File: src/rtl/cpu_pkg.sv
// ============================================================================
// Package     : cpu_pkg
// Description : Shared ISA encodings and control-FSM state type for the 18-bit CPU.
// Revision    : 1.0 - initial release
// ============================================================================
`default_nettype none

package cpu_pkg;

  localparam logic [3:0] OP_ADD  = 4'h0;
  localparam logic [3:0] OP_ADDI = 4'h1;
  localparam logic [3:0] OP_AND  = 4'h2;
  localparam logic [3:0] OP_ANDI = 4'h3;
  localparam logic [3:0] OP_NAND = 4'h4;
  localparam logic [3:0] OP_NOR  = 4'h5;
  localparam logic [3:0] OP_LD   = 4'h6;
  localparam logic [3:0] OP_ST   = 4'h7;
  localparam logic [3:0] OP_JUMP = 4'h8;
  localparam logic [3:0] OP_BEQ  = 4'h9;

  localparam logic [1:0] ALU_ADD  = 2'b00;
  localparam logic [1:0] ALU_AND  = 2'b01;
  localparam logic [1:0] ALU_NAND = 2'b10;
  localparam logic [1:0] ALU_NOR  = 2'b11;

  localparam logic [1:0] PC_SRC_PLUS1  = 2'b00;
  localparam logic [1:0] PC_SRC_JUMP   = 2'b01;
  localparam logic [1:0] PC_SRC_BRANCH = 2'b10;

  typedef enum logic [2:0] {
    ST_FETCH  = 3'd0,
    ST_DECODE = 3'd1,
    ST_EXEC   = 3'd2,
    ST_MEM    = 3'd3,
    ST_WB     = 3'd4
  } state_t;

endpackage

`default_nettype wire

File: src/rtl/instr_decoder.sv
// ============================================================================
// Module      : instr_decoder
// Description : Combinational opcode decoder for the control FSM.
//               CTRL_BRANCH_EN enables JUMP/BEQ; otherwise 1000/1001 are illegal.
// Revision    : 1.0 - initial release
// ============================================================================
`default_nettype none

module instr_decoder
  import cpu_pkg::*;
(
  input  logic [3:0] opcode_i,
  output logic [1:0] alu_control_o,
  output logic       alu_src_b_o,
  output logic       wb_src_o,
  output logic       is_mem_o,
  output logic       is_load_o,
  output logic       is_branch_o,
  output logic       is_jump_o,
  output logic       is_illegal_o
);

  always_comb begin
    alu_control_o = ALU_ADD;
    alu_src_b_o   = 1'b0;
    wb_src_o      = 1'b0;
    is_mem_o      = 1'b0;
    is_load_o     = 1'b0;
    is_branch_o   = 1'b0;
    is_jump_o     = 1'b0;
    is_illegal_o  = 1'b0;
    case (opcode_i)
      OP_ADD:  alu_control_o = ALU_ADD;
      OP_ADDI: begin
        alu_control_o = ALU_ADD;
        alu_src_b_o   = 1'b1;
      end
      OP_AND:  alu_control_o = ALU_AND;
      OP_ANDI: begin
        alu_control_o = ALU_AND;
        alu_src_b_o   = 1'b1;
      end
      OP_NAND: alu_control_o = ALU_NAND;
      OP_NOR:  alu_control_o = ALU_NOR;
      OP_LD: begin
        alu_src_b_o = 1'b1;
        wb_src_o    = 1'b1;
        is_mem_o    = 1'b1;
        is_load_o   = 1'b1;
      end
      OP_ST: begin
        alu_src_b_o = 1'b1;
        is_mem_o    = 1'b1;
      end
`ifdef CTRL_BRANCH_EN
      OP_JUMP: is_jump_o   = 1'b1;
      OP_BEQ:  is_branch_o = 1'b1;
`endif
      default: is_illegal_o = 1'b1;
    endcase
  end

endmodule

`default_nettype wire

File: src/rtl/cpu_control_unit.sv
// ============================================================================
// Module      : cpu_control_unit
// Description : Multicycle FETCH/DECODE/EXEC/MEM/WB control FSM for the 18-bit CPU.
//               CTRL_BRANCH_EN enables JUMP/BEQ decoding and non-zero pc_src.
// Revision    : 1.0 - initial release
// ============================================================================
`default_nettype none

module cpu_control_unit
  import cpu_pkg::*;
(
  input  logic        clk,
  input  logic        rst,
  input  logic [17:0] instr,
  input  logic        mem_ready,
  input  logic        eq,
  output logic [1:0]  alu_control,
  output logic        alu_src_b,
  output logic        reg_write,
  output logic        wb_src,
  output logic        mem_read,
  output logic        mem_write,
  output logic        ir_write,
  output logic        pc_write,
  output logic [1:0]  pc_src,
  output logic        illegal
);

  state_t     state_q, state_d;
  logic [3:0] opcode_q, opcode_d;

  logic [1:0] dec_alu_control;
  logic       dec_alu_src_b, dec_wb_src, dec_is_mem, dec_is_load;
  logic       dec_is_branch, dec_is_jump, dec_is_illegal;

  logic [1:0] ctl_alu_control, ctl_pc_src;
  logic       ctl_alu_src_b, ctl_reg_write, ctl_wb_src, ctl_mem_read;
  logic       ctl_mem_write, ctl_ir_write, ctl_pc_write, ctl_illegal;

  logic       unused_instr_bits;
  assign unused_instr_bits = ^instr[13:0];

  instr_decoder u_decoder (
    .opcode_i      (opcode_q),
    .alu_control_o (dec_alu_control),
    .alu_src_b_o   (dec_alu_src_b),
    .wb_src_o      (dec_wb_src),
    .is_mem_o      (dec_is_mem),
    .is_load_o     (dec_is_load),
    .is_branch_o   (dec_is_branch),
    .is_jump_o     (dec_is_jump),
    .is_illegal_o  (dec_is_illegal)
  );

  always_ff @(posedge clk) begin
    if (rst) begin
      state_q  <= ST_FETCH;
      opcode_q <= OP_ADD;
    end else begin
      state_q  <= state_d;
      opcode_q <= opcode_d;
    end
  end

  always_comb begin
    state_d         = state_q;
    opcode_d        = opcode_q;
    ctl_alu_control = ALU_ADD;
    ctl_alu_src_b   = 1'b0;
    ctl_reg_write   = 1'b0;
    ctl_wb_src      = 1'b0;
    ctl_mem_read    = 1'b0;
    ctl_mem_write   = 1'b0;
    ctl_ir_write    = 1'b0;
    ctl_pc_write    = 1'b0;
    ctl_pc_src      = PC_SRC_PLUS1;
    ctl_illegal     = 1'b0;
    case (state_q)
      ST_FETCH: begin
        ctl_mem_read = 1'b1;
        if (mem_ready) begin
          ctl_ir_write = 1'b1;
          ctl_pc_write = 1'b1;
          opcode_d     = instr[17:14];
          state_d      = ST_DECODE;
        end
      end
      ST_DECODE: begin
        state_d = ST_FETCH;
        if (dec_is_illegal) begin
          ctl_illegal = 1'b1;
`ifdef CTRL_BRANCH_EN
        end else if (dec_is_jump) begin
          ctl_pc_write = 1'b1;
          ctl_pc_src   = PC_SRC_JUMP;
        end else if (dec_is_branch) begin
          if (eq) begin
            ctl_pc_write = 1'b1;
            ctl_pc_src   = PC_SRC_BRANCH;
          end
`endif
        end else begin
          state_d = ST_EXEC;
        end
      end
      ST_EXEC: begin
        ctl_alu_control = dec_alu_control;
        ctl_alu_src_b   = dec_alu_src_b;
        state_d         = dec_is_mem ? ST_MEM : ST_WB;
      end
      ST_MEM: begin
        // Address control is held for the whole access so the datapath sees a stable address.
        ctl_alu_control = ALU_ADD;
        ctl_alu_src_b   = 1'b1;
        ctl_mem_read    = dec_is_load;
        ctl_mem_write   = dec_is_mem & ~dec_is_load;
        if (mem_ready) begin
          state_d = dec_is_load ? ST_WB : ST_FETCH;
        end
      end
      ST_WB: begin
        ctl_alu_control = dec_alu_control;
        ctl_alu_src_b   = dec_alu_src_b;
        ctl_reg_write   = 1'b1;
        ctl_wb_src      = dec_wb_src;
        state_d         = ST_FETCH;
      end
      default: state_d = ST_FETCH;
    endcase
  end

`ifndef CTRL_BRANCH_EN
  logic unused_branch_inputs;
  assign unused_branch_inputs = eq ^ dec_is_jump ^ dec_is_branch;
`endif

  // Everything except mem_read is forced low while reset is held.
  assign alu_control = rst ? ALU_ADD : ctl_alu_control;
  assign alu_src_b   = ctl_alu_src_b & ~rst;
  assign reg_write   = ctl_reg_write & ~rst;
  assign wb_src      = ctl_wb_src    & ~rst;
  assign mem_read    = ctl_mem_read;
  assign mem_write   = ctl_mem_write & ~rst;
  assign ir_write    = ctl_ir_write  & ~rst;
  assign pc_write    = ctl_pc_write  & ~rst;
  assign pc_src      = rst ? PC_SRC_PLUS1 : ctl_pc_src;
  assign illegal     = ctl_illegal   & ~rst;

endmodule

`default_nettype wire
File: config.mk
export PLATFORM = sky130hd
export DESIGN_NAME = cpu_control_unit
export DESIGN_NICKNAME = d
export VERILOG_FILES = /design/src/rtl/cpu_pkg.sv /design/src/rtl/instr_decoder.sv /design/src/rtl/cpu_control_unit.sv
export SDC_FILE = /design/constraint.sdc
export NUM_CORES = 1
export LEC_CHECK = 0
export CELL_PAD_IN_SITES_DETAIL_PLACEMENT = 1
export CELL_PAD_IN_SITES_GLOBAL_PLACEMENT = 1
export CORE_MARGIN = 5
export CORE_UTILIZATION = 25
export DETAILED_ROUTE_END_ITERATION = 7
export PLACE_DENSITY = 0.72
export SYNTH_ARGS = -nofsm -noshare
export SYNTH_HDL_FRONTEND = slang
export SYNTH_HIERARCHICAL = 1
export SYNTH_SLANG_ARGS = --single-unit
File: constraint.sdc
create_clock -name clk -period 2.73 [get_ports clk]
set_clock_uncertainty 0.1 [all_clocks]
set_input_delay 0.546 -clock clk [delete_from_list [all_inputs] [get_ports clk]]
set_output_delay 0.546 -clock clk [all_outputs]
set_load 0.01 [all_outputs]
==> flow_metrics.env <==
export IMPL_syn_to_final_growth_pct=35.73
export IMPL_final_layout_size_suffix_gt1_share_pct=27.16
export IMPL_critPathArrivalTime_ns=2.01
export IMPL_core_area_sq_um=2233
export IMPL_avgSynthCellArea_sq_um=9.105
export IMPL_fmax_mhz=376.3
export IMPL_met3_usage_pct=4.605
export IMPL_crit_top_cell="clkdlybuf4s50_1"
export IMPL_crit_chain="clkdlybuf4s50_1 -> nor4b_4 -> nor2b_4 -> clkdlybuf4s50_1"
export IMPL_grt_max_degree=17
export IMPL_layout_common_cells="clkdlybuf4s50_1 (11), nand2b_1 (10), mux2i_1 (6)"
export IMPL_final_fill_count=274
export IMPL_antenna_left=0
export IMPL_gp_congestion=0.6927
export IMPL_wl_per_cell_um=12.52
export IMPL_syn_inst=65
export IMPL_period_needed_ns=2.657
export IMPL_drt_iter0_markers=2
export IMPL_clk_latency_ns=0.25
export IMPL_clk_pin_slew_ns=0.05
export IMPL_grt_use_met1_pct=10.24
export IMPL_die_area_sq_um=3440
export IMPL_status="complete, no violations"
export IMPL_layout_commonest_cell="clkdlybuf4s50_1"
export IMPL_routed_via_count=509
export IMPL_hold_viol_final=0
export IMPL_setup_viol=0
export IMPL_busiest_layer="met2"
export IMPL_cp_slowest_stage_delay_ns=0.54
export IMPL_fin_crit_sh_pct=97.34
export IMPL_p_total_w=0.0002972
export IMPL_antenna_found_initial=0
export IMPL_clock_tree_buffer_depth=2
export IMPL_yosysWarnings=6
export IMPL_drc=0
export IMPL_ctsHoldBuffers=0
export IMPL_power_density_nw_per_um2=370.0
export IMPL_drtPass1Iterations=2
export IMPL_track_usage_pct=9.292
export IMPL_die_x_um=58.66
export IMPL_std_cell_rows=17
export IMPL_timing_hold_ws_ns=0.4230
export IMPL_grt_ovfl_total=0
export IMPL_worstSetupPathType="input port to output port"
export IMPL_crit_slowest_cell="clkdlybuf4s50_1"
export IMPL_path_buf_inv=2
export IMPL_worst_path_dominant_cell_family="buffers and inverters"
export IMPL_cts_tree="done"
export IMPL_cts_htree_levels=1
export IMPL_peakVddDrop_v=0.0001783
export IMPL_n_antenna_cell=0
export IMPL_cts_root_buf="clkbuf_4"
export IMPL_ios=34
export IMPL_viasPerCell=4.670
export IMPL_port_buffers=16
export IMPL_finalNetCount=104
export IMPL_cts_setup_buffers=0
export IMPL_maxSlewViolCount=0
export IMPL_netlist_area_sq_um=591.8
export IMPL_crit_required_ns=2.08
export IMPL_met2_usage_pct=15.63
export IMPL_die_height_um=58.66
export IMPL_grt_pass1_vias=556
export IMPL_initial_core_util_pct=26.50
export IMPL_dp_hpwl_mm=1.099
export IMPL_grt_pass1_wl_mm=2.435
export IMPL_cap_viol_max_count=0
export IMPL_cts_sinks=7
export IMPL_drt_wl_total_mm=1.365
export IMPL_critPathLaunchType="input port"
export IMPL_cp_end_kind="output port"
export IMPL_leakagePower_nw=0.3278
export IMPL_hold_class="flip-flop to flip-flop"
export IMPL_post_cts_resized=3
export IMPL_path_max_fanout=2
export IMPL_numCtsBuffers=3
metal layers:
metal	share of wire (%)	routed length, um
met4	0	0
met2	52	705
met1	42	570
met3	6.4	88
met5	0	0
tightest hold or removal path: cells and delay by family (launching register included):
family           cells  cell delay [ns]
multiplexers         1             0.06
flip-flops           1             0.35
AND/OR/NAND/NOR      1             0.08
path summary, 6_finish.rpt:
path | startpoint | end | slack (ns) | cells after the start
setup / recovery | mem_ready | ir_write | 0.07 | 4
hold / removal | opcode_q[2] | opcode_q[2] | 0.42 | 2
setup reg to reg | opcode_q[3] | state_q[0] | 1.24 | 3
hold reg to reg | opcode_q[2] | opcode_q[2] | 0.42 | 2
final cells by class:
cell class | count | area, sq um | share of cell area (%)
clock buffer | 4 | 26.28 | 3.271
timing repair buffer | 21 | 202.7 | 25.23
sequential | 7 | 143.9 | 17.91
multi-input combinational | 49 | 395.4 | 49.22
tap | 28 | 35.03 | 4.361
state kept, by name (all words and copies together), names as in the netlist:
register / count
state_q: 3
opcode_q: 4
power breakdown:
group | switching, W | total (W) | internal, W
sequential | 0.0000181 | 0.000129 | 0.000110
combinational | 0.0000280 | 0.0000744 | 0.0000464
clock | 0.0000384 | 0.0000942 | 0.0000558
total | 0.0000845 | 0.000297 | 0.000213
through the flow:
| step | setup TNS [ns] | util, % | cell area, sq um | instances | setup WS (ns) |
|---|---|---|---|---|---|
| floorplan | 0 | - | 595.6 | 66 | 0.7444 |
| global placement | -0.02876 | 33.67 | 752.0 | 105 | -0.02876 |
| detailed placement | -0.06334 | 33.67 | 752.0 | 105 | -0.05029 |
| CTS | 0 | 34.68 | 774.5 | 109 | 0.008020 |
| global route | -0.001380 | 35.97 | 803.3 | 109 | -0.001380 |
| finish | 0 | 35.97 | 803.3 | 109 | 0.07269 |
Power figures use the tool's default switching activity.
